**src/rtl/snn_cls_pkg.sv**
```systemverilog
// Shared types and constants for the output spike classifier.
package snn_cls_pkg;

   localparam int unsigned N_OUT_DEF = 8;
   localparam int unsigned CNT_W_DEF = 6;
   localparam int unsigned WIN_W_DEF = 8;

   typedef enum logic [1:0] {
      ST_IDLE   = 2'd0,
      ST_ACCUM  = 2'd1,
      ST_ARGMAX = 2'd2,
      ST_HOLD   = 2'd3
   } state_t;

   // Largest value representable in a w-bit counter.
   function automatic int unsigned sat_max(input int unsigned w);
      return (32'd1 << w) - 32'd1;
   endfunction

endpackage

```
**src/rtl/output_spike_classifier_if.sv**
```systemverilog
// Spike sample input and classification result handshake.
interface output_spike_classifier_if
   import snn_cls_pkg::*;
#(
   parameter int unsigned N_OUT = N_OUT_DEF,
   parameter int unsigned IDX_W = $clog2(N_OUT_DEF)
);
   logic [N_OUT-1:0] spikes_in;
   logic             spikes_valid;
   logic [IDX_W-1:0] class_out;
   logic             class_valid;
   logic             class_ready;
   logic             no_spike;

   modport master (
      output spikes_in, spikes_valid, class_ready,
      input  class_out, class_valid, no_spike
   );

   modport slave (
      input  spikes_in, spikes_valid, class_ready,
      output class_out, class_valid, no_spike
   );
endinterface

```
**src/rtl/spike_sat_counter.sv**
```systemverilog
// Per-neuron saturating spike counter; clear wins over increment.
module spike_sat_counter
   import snn_cls_pkg::*;
#(
   parameter int unsigned CNT_W = CNT_W_DEF
) (
   input  logic             clk,
   input  logic             reset,
   input  logic             clear,
   input  logic             inc,
   output logic [CNT_W-1:0] count
);
   localparam logic [CNT_W-1:0] MAX_CNT = CNT_W'(sat_max(CNT_W));

   always_ff @(posedge clk) begin
      if (reset || clear)
         count <= '0;
      else if (inc && (count != MAX_CNT))
         count <= count + CNT_W'(1);
   end
endmodule

```
**src/rtl/output_spike_classifier.sv**
```systemverilog
// Windowed spike counting followed by a sequential lowest-index argmax.
module output_spike_classifier
   import snn_cls_pkg::*;
#(
   parameter int unsigned N_OUT = N_OUT_DEF,
   parameter int unsigned CNT_W = CNT_W_DEF,
   parameter int unsigned WIN_W = WIN_W_DEF
) (
   input  logic                   clk,
   input  logic                   reset,
   input  logic                   enable,
   input  logic [WIN_W-1:0]       window_len,
   output logic [N_OUT*CNT_W-1:0] counts_out,
   output logic                   overrun,
   output logic                   busy,
   output_spike_classifier_if.slave bus
);
   localparam int unsigned IDX_W = $clog2(N_OUT);

   state_t           state, state_nxt;
   logic [WIN_W-1:0] win_len, sample_cnt;
   logic [IDX_W-1:0] scan_idx, best_idx, win_idx;
   logic [CNT_W-1:0] best_cnt, win_cnt;
   logic [CNT_W-1:0] cnt [N_OUT];

   logic take_sample, window_done, accept, latch_win, scan_last, drop_sample;

   for (genvar i = 0; i < N_OUT; i++) begin : g_cnt
      spike_sat_counter #(.CNT_W(CNT_W)) u_cnt (
         .clk   (clk),
         .reset (reset),
         .clear (accept),
         .inc   (take_sample & bus.spikes_in[i]),
         .count (cnt[i])
      );
      assign counts_out[i*CNT_W +: CNT_W] = cnt[i];
   end

   always_ff @(posedge clk) begin
      if (reset) state <= ST_IDLE;
      else       state <= state_nxt;
   end

   always_comb begin
      state_nxt = state;
      case (state)
         ST_IDLE:   if (enable)      state_nxt = ST_ACCUM;
         ST_ACCUM:  if (window_done) state_nxt = ST_ARGMAX;
         ST_ARGMAX: if (scan_last)   state_nxt = ST_HOLD;
         ST_HOLD:   if (accept)      state_nxt = enable ? ST_ACCUM : ST_IDLE;
         default:                    state_nxt = ST_IDLE;
      endcase
   end

   // Control strobes and the running argmax candidate (strict > keeps the lowest index on ties).
   always_comb begin
      take_sample = 1'b0;
      window_done = 1'b0;
      accept      = 1'b0;
      latch_win   = 1'b0;
      scan_last   = 1'b0;
      drop_sample = 1'b0;
      win_idx     = best_idx;
      win_cnt     = best_cnt;
      take_sample = (state == ST_ACCUM) && enable && bus.spikes_valid;
      window_done = take_sample && ((sample_cnt + WIN_W'(1)) == win_len);
      accept      = (state == ST_HOLD) && bus.class_ready;
      latch_win   = ((state == ST_IDLE) && enable) || accept;
      scan_last   = (state == ST_ARGMAX) && (scan_idx == IDX_W'(N_OUT - 1));
      drop_sample = bus.spikes_valid && (state != ST_ACCUM);
      if (cnt[scan_idx] > best_cnt) begin
         win_idx = scan_idx;
         win_cnt = cnt[scan_idx];
      end
   end

   always_ff @(posedge clk) begin
      if (reset) begin
         win_len         <= '0;
         sample_cnt      <= '0;
         scan_idx        <= '0;
         best_idx        <= '0;
         best_cnt        <= '0;
         bus.class_out   <= '0;
         bus.class_valid <= 1'b0;
         bus.no_spike    <= 1'b0;
         overrun         <= 1'b0;
         busy            <= 1'b0;
      end else begin
         if (latch_win) begin
            win_len    <= (window_len == '0) ? WIN_W'(1) : window_len;
            sample_cnt <= '0;
         end else if (take_sample) begin
            sample_cnt <= sample_cnt + WIN_W'(1);
         end

         if (state == ST_ARGMAX) begin
            scan_idx <= scan_idx + IDX_W'(1);
            best_idx <= win_idx;
            best_cnt <= win_cnt;
         end else begin
            scan_idx <= '0;
            best_idx <= '0;
            best_cnt <= '0;
         end

         if (scan_last) begin
            bus.class_out <= win_idx;
            bus.no_spike  <= (win_cnt == '0);
         end

         if (drop_sample) overrun <= 1'b1;

         bus.class_valid <= (state_nxt == ST_HOLD);
         busy            <= (state_nxt == ST_ARGMAX) || (state_nxt == ST_HOLD);
      end
   end
endmodule

```
**src/flat_wrapper.sv**
```systemverilog
// flat-port wrapper written by rule: the top's interface ports become plain ports
module output_spike_classifier_flat import snn_cls_pkg::*;
#(
   parameter int unsigned N_OUT = N_OUT_DEF,
   parameter int unsigned CNT_W = CNT_W_DEF,
   parameter int unsigned WIN_W = WIN_W_DEF
)
  (clk, reset, enable, window_len, counts_out, overrun, busy, bus_spikes_in, bus_spikes_valid, bus_class_ready, bus_class_out, bus_class_valid, bus_no_spike);
  output_spike_classifier_if #(.N_OUT(N_OUT), .IDX_W((3))) bus_i ();
  input  logic clk;
  input  logic reset;
  input  logic enable;
  input  logic [WIN_W-1:0] window_len;
  output logic [N_OUT*CNT_W-1:0] counts_out;
  output logic overrun;
  output logic busy;
  input wire logic [$bits(bus_i.spikes_in)-1:0] bus_spikes_in;
  input wire logic [$bits(bus_i.spikes_valid)-1:0] bus_spikes_valid;
  input wire logic [$bits(bus_i.class_ready)-1:0] bus_class_ready;
  output wire logic [$bits(bus_i.class_out)-1:0] bus_class_out;
  output wire logic [$bits(bus_i.class_valid)-1:0] bus_class_valid;
  output wire logic [$bits(bus_i.no_spike)-1:0] bus_no_spike;
  assign bus_i.spikes_in = bus_spikes_in;
  assign bus_i.spikes_valid = bus_spikes_valid;
  assign bus_i.class_ready = bus_class_ready;
  assign bus_class_out = bus_i.class_out;
  assign bus_class_valid = bus_i.class_valid;
  assign bus_no_spike = bus_i.no_spike;
  output_spike_classifier #(.N_OUT(N_OUT), .CNT_W(CNT_W), .WIN_W(WIN_W)) u_core (.clk(clk), .reset(reset), .enable(enable), .window_len(window_len), .counts_out(counts_out), .overrun(overrun), .busy(busy), .bus(bus_i));
endmodule
```
**config.mk**
```make
export PLATFORM = sky130hd
export DESIGN_NAME = output_spike_classifier_flat
export DESIGN_NICKNAME = d
export VERILOG_FILES = /design/src/rtl/snn_cls_pkg.sv /design/src/rtl/output_spike_classifier_if.sv /design/src/rtl/spike_sat_counter.sv /design/src/rtl/output_spike_classifier.sv /design/src/flat_wrapper.sv
export SDC_FILE = /design/constraint.sdc
export NUM_CORES = 1
export LEC_CHECK = 0
export CAP_MARGIN = 40
export CORE_MARGIN = 8
export CORE_UTILIZATION = 45
export CTS_BUF_LIST = sky130_fd_sc_hd__clkbuf_4
export DETAILED_ROUTE_END_ITERATION = 6
export GPL_TIMING_DRIVEN = 0
export PLACE_DENSITY_LB_ADDON = 0.15
export SETUP_SLACK_MARGIN = 0.15
export SKIP_CTS_REPAIR_TIMING = 1
export SLEW_MARGIN = 15
export SYNTH_ARGS = -nofsm -noshare
export SYNTH_HDL_FRONTEND = slang
export SYNTH_SLANG_ARGS = --single-unit
export TNS_END_PERCENT = 1
```
**constraint.sdc**
```tcl
create_clock -name clk -period 2.76 [get_ports clk]
set_input_delay 0.414 -clock clk [delete_from_list [all_inputs] [get_ports clk]]
set_output_delay 0.414 -clock clk [all_outputs]
set_load 0.01 [all_outputs]
```
* Word level (Yosys, flattened, before mapping)
Cells that the tools add are included.
** Operators by class
- $add $sub $neg :: 10
- Multiplexer cells :: 12
- Bitwise logic cells :: 10
- $lt $le $gt $ge :: 2
- Equality and inequality tests :: 16
- Reduce and logical (&&, ||, !) cells :: 23
** Operators with widths (number)
- 6-bit by 1-bit adder with 6-bit output (second input constant) :: 8
- 6-bit != test (second input constant) :: 8
- 6-bit binary-select mux with 3-bit select :: 1
- 6-bit two-way mux :: 3
- 1-bit logical AND :: 15
- 8-bit by 1-bit adder with 8-bit output (second input constant) :: 1
- 1-bit AND :: 8
- 2-bit equality test (second input constant) :: 4
- 8-bit equality test :: 1
- 8-bit logical NOT :: 1
- 2-bit two-way mux :: 4
- 8-bit two-way mux :: 1
- 2-bit case mux with 4 select lines :: 1
- 6-bit greater-than comparator :: 1
- 6-bit logical NOT :: 1
- 4-bit greater-or-equal comparator (second input constant) :: 1
- 3-bit inverter with 4-bit output :: 1
- 2-bit OR reduction :: 2
- 3-bit by 1-bit adder with 3-bit output (second input constant) :: 1
- 3-bit equality test (second input constant) :: 1
- 1-bit logical OR :: 3
- 3-bit two-way mux :: 1
- 2-bit by 1-bit equality test with 1-bit output (second input constant) :: 1
- 2-bit logical NOT :: 1
- other kinds (3) :: 3
** Word-level totals
- Logic and storage cells :: 92
- Flip-flop bits (word level) :: 85
- Bits of input ports :: 21
- Output and inout port bits :: 55

* Logic depth before layout (Yosys ltp)
- Depth in word-level cells :: 8
- Mapped depth :: 11
- Depth with buffers taken out :: 9

* Modules after synthesis
A second synthesis with hierarchy kept.
** Second synthesis, totals
- Cell total of the unflattened synthesis :: 460
- Area total of the unflattened synthesis :: 4541.9 sq um
** By module, submodules not included
- spike_sat_counter :: cells an instance 29, times used 8, seq. area each 120.1 sq um, area an instance 286.5 sq um
- output_spike_classifier :: cells an instance 228, times used 1, seq. area each 720.7 sq um, area an instance 2249.7 sq um

* Worst setup path before layout
Ideal clock, no wire load.
- Path kind :: reg-to-reg
- Start point :: reg u_core.scan_idx[2]
- End point :: reg u_core.bus.class_out[1]
- Stages on the path, launching flop included :: 11
- Data arrival time :: 2824 ps
- Slack :: -219 ps
- Data required time :: 2605 ps
- Clock period less this slack :: 2979 ps
- Path buffers :: 2
- Library setup time :: 155 ps
- Cells stage by stage :: dfxtp_1 -> buf_1 -> mux4_2 -> mux2_2 -> ha_1 -> and4_1 -> and3_1 -> a31oi_2 -> buf_2 -> mux2i_1 -> a211oi_1
** On the way
- Longest elaborated chain between the ends :: 6
- Elaborated cells between the ends (all ways) :: 8
- Classes of those cells :: 1 x order compare; 1 x eq/ne; 4 x mux; 1 x bitwise; 1 x reduce/logical
** Ends and longest elaborated chain
- start, declared :: line output_spike_classifier.sv:22 : logic [IDX_W-1:0] scan_idx, best_idx, win_idx;
- start signal, assigned :: line output_spike_classifier.sv:98 : scan_idx <= scan_idx + IDX_W'(1);
- 3-bit inverter with 4-bit output (not written as such) :: line output_spike_classifier.sv:71 : if (cnt[scan_idx] > best_cnt) begin
- 6-bit binary-select mux with 3-bit select :: line output_spike_classifier.sv:71
- 6-bit two-way mux (not written as such) (2 in series) :: line output_spike_classifier.sv:71
- 6-bit greater-than comparator :: line output_spike_classifier.sv:71
- 3-bit two-way mux :: line output_spike_classifier.sv:71
- end signal, assigned :: line output_spike_classifier.sv:108 : bus.class_out <= win_idx;
- end, declared :: line output_spike_classifier_if.sv:22 : output class_out, class_valid, no_spike
Parallel ways exist; a longest one is shown, timed or not. The select of a mux whose other input is x is not followed.
A chain may end at the register's enable or synchronous reset.

* Worst setup path after layout
- Start point :: reg u_core.scan_idx[0]
- End point :: reg u_core.bus.class_out[2]
The elaborated chain is that of the path after synthesis.

==> impl_metrics.json <==
{
  "status": "complete, but fails checks",
  "violations": "setup timing",
  "final_hold_viol_count": 0,
  "met2_length_um": 5287,
  "fin_crit_sh": 1.031,
  "final_cells": 662,
  "slew_headroom": 0.4507,
  "via_count": 3628,
  "multi_input_area_um2": 2521,
  "final_nets": 585,
  "clkLatencyLatePin_ns": 0.43,
  "async_flop_share": 0,
  "synth_most_common_cell": "dfxtp_1",
  "synth_cell_types": 46,
  "cts.sinks": 85,
  "clock_skew_ns": 0.01600,
  "r2r_slack_ns": -0.09,
  "peakVddDrop_uv": 267.0,
  "cp-end-kind": "flop",
  "ant_nets": 0,
  "place_area_um2": 5192,
  "report.final.setup_viol": 9,
  "numCtsBuffers": 9,
  "fmax_mhz": 351.3,
  "wl_met1_um": 4839,
  "crit_type": "flop to flop",
  "clk_pin_slew_worst_paths_ns": 0.13,
  "place_worst_setup_slack_ns": -0.2954,
  "start_util": 0.4593,
  "grt_antenna_before_repair": 0,
  "leakage_nw": 2.007,
  "ys_ff_latch": 85,
  "rsz0062_at_grt": "yes",
  "wl_per_cell_um": 16.60,
  "io_buffers": 74,
  "grt_usage": 0.1714,
  "placed_cells": 631,
  "gp_congestion": 0.8369,
  "dp_hpwl_um": 8080,
  "maxCapViolations": 0,
  "core_area_um2": 9196,
  "p_per_area_nw_per_um2": 410.3,
  "wl_met3_um": 757,
  "grt_pass1_wl_um": 17680,
  "drt_pass1_iterations": 4,
  "synthTopCellsByCount": "85 x dfxtp_1, 72 x nor2_1, 26 x nand2_1",
  "crit_required_ns": 3.05,
  "io_pins": 76,
  "routed_via_density": 5.480,
  "die_h_um": 112.9,
  "worstSetupStartpointType": "flop",
  "fin_area_um2": 5603,
  "rows": 35,
  "period_minus_slack_ns": 2.847,
  "fill_cells": 791,
  "drc_errors": 0,
  "syn-num-nets": 484,
  "path_delay_family": "multiplexers",
  "cp_cell_sequence": "buf_12 -> mux4_2 -> mux2_4 -> ha_4 -> and4_4 -> o21ai_2 -> a31oi_4 -> buf_8 -> mux2i_4 -> a211oi_2",
  "holdWs_ns": 0.4360,
  "fp.dieW_um": 112.9,
  "top_layer": "met4",
  "grt_start_max_net_pins": 14,
  "synth.avg_cell_area_um2": 9.471,
  "cts-htree-levels": 3,
  "crit_arrival_ns": 3.13,
  "critPathSlowestCell": "mux4_2",
  "grt_pass1_vias": 3488,
  "netlist.area_leader.share": 0.4028,
  "cts_buffer_depth": 2,
  "die_area_um2": 12740,
  "yosys_warnings": 0,
  "cp.buffers_inverters": 2,
  "drv_slew": 0,
  "tritoncts": "yes",
  "antennaDiodeCount": 0,
  "synth_ff_type": "dfxtp_1",
  "drive_gt1_frac": 0.1452,
  "syn_to_final_growth_pct": 32.64,
  "crit_path_max_incr_delay_ns": 0.51,
  "tightest_slew_ns": 0.8176,
  "timing.final.ws_setup_ns": -0.08659,
  "total_power_mw": 2.299,
  "drt_iter0_drc": 126,
  "syn-cell-area_um2": 4224,
  "seq_area_frac_synth": 0.4028,
  "synth_edf_count": 0,
  "synth_top_area_cell": "dfxtp_1",
  "hold_path.class": "input port to flop",
  "wirelength_um": 10990,
  "cts_root_buf": "clkbuf_4",
  "synthTopCellsByArea": "dfxtp_1 40%, nor2_1 6.4%, mux2i_1 5.9%, mux4_2 5.3%, xor2_1 5.2%",
  "grt.overflow.total": 0,
  "syn_inst": 446,
  "worstPathMaxFanout": 7,
  "ff_latch_area_um2": 1710
}
## final timing paths
path / start / to / depth (start not counted)
hold reg to reg: u_core.sample_cnt[1] / u_core.sample_cnt[1] / 2
setup / recovery: u_core.scan_idx[0] / u_core.bus.class_out[2] / 10
hold / removal: reset / u_core.bus.class_out[1] / 2
setup reg to reg: u_core.scan_idx[0] / u_core.bus.class_out[2] / 10
## metal layers
metal,up-vias,GRT usage
li1,1799,-
met1,1739,0.2101
met2,81,0.2917
met3,9,0.03834
met4,0,0.05595
met5,-,0
## cells in the final DEF, fill, tap and decap left out, types with 3 or more instances in the layout
cell type and instances:
buf_4 15, nand2b_1 3, ha_4 4, xnor2_1 21
nand3_1 17, clkbuf_4 11, bufinv_16 3, inv_1 9
o21ai_0 7, o21ai_1 5, clkdlybuf4s50_1 74, dfxtp_1 82
and3_1 4, o211ai_1 6, or3_1 13, nor2_1 72
a21oi_1 19, ha_1 13, mux2_4 5, nand2_1 26
mux2i_1 22, mux4_2 12, o211a_2 3, a211oi_1 4
o2111ai_1 6, buf_2 3, nand4_1 5, clkbuf_1 10
xor2_1 25, nor3_1 12
## state kept, by name, summed over array words and instances (netlist names)
name,cells
u_core.bus.no_spike,1
u_core.bus.class_valid,1
u_core.busy,1
u_core.best_idx,3
u_core.g_cnt.u_cnt.count,48
u_core.win_len,8
u_core.sample_cnt,8
u_core.state,2
u_core.overrun,1
u_core.best_cnt,6
u_core.scan_idx,3
u_core.bus.class_out,3
## cell type report
class / instances / share of cell area
buffer: 17 / 0.02054
clock buffer: 11 / 0.01474
clock inverter: 4 / 0.01742
inverter: 11 / 0.007369
multi-input combinational: 333 / 0.4500
sequential: 85 / 0.3053
tap: 111 / 0.02479
timing repair buffer: 90 / 0.1599
## power by group
part	internal [mW]	switching (mW)	leakage, nW
combinational	0.0768	0.0774	1.23
clock	0.475	0.417	0.0932
sequential	1.24	0.0135	0.689
## metrics by stage
| step | util | setup TNS, ns |
|---|---|---|
| floorplan | - | 0 |
| global placement | 0.5646 | -1.207 |
| detailed placement | 0.5646 | -1.896 |
| CTS | 0.5842 | -1.748 |
| global route | 0.6093 | -1.011 |
| finish | 0.6093 | -0.3787 |
## cells by family after synthesis
group / synth area share
xor gates and xnor gates: 0.09538
adders and majority gates: 0.05035
and+or+nand+nor: 0.1798
DFF: 0.4028
AOI/OAI and AO/OA: 0.09745
buffers and inverters: 0.02962
muxes: 0.1445
Note: power is estimated with default switching activity, not from simulation.
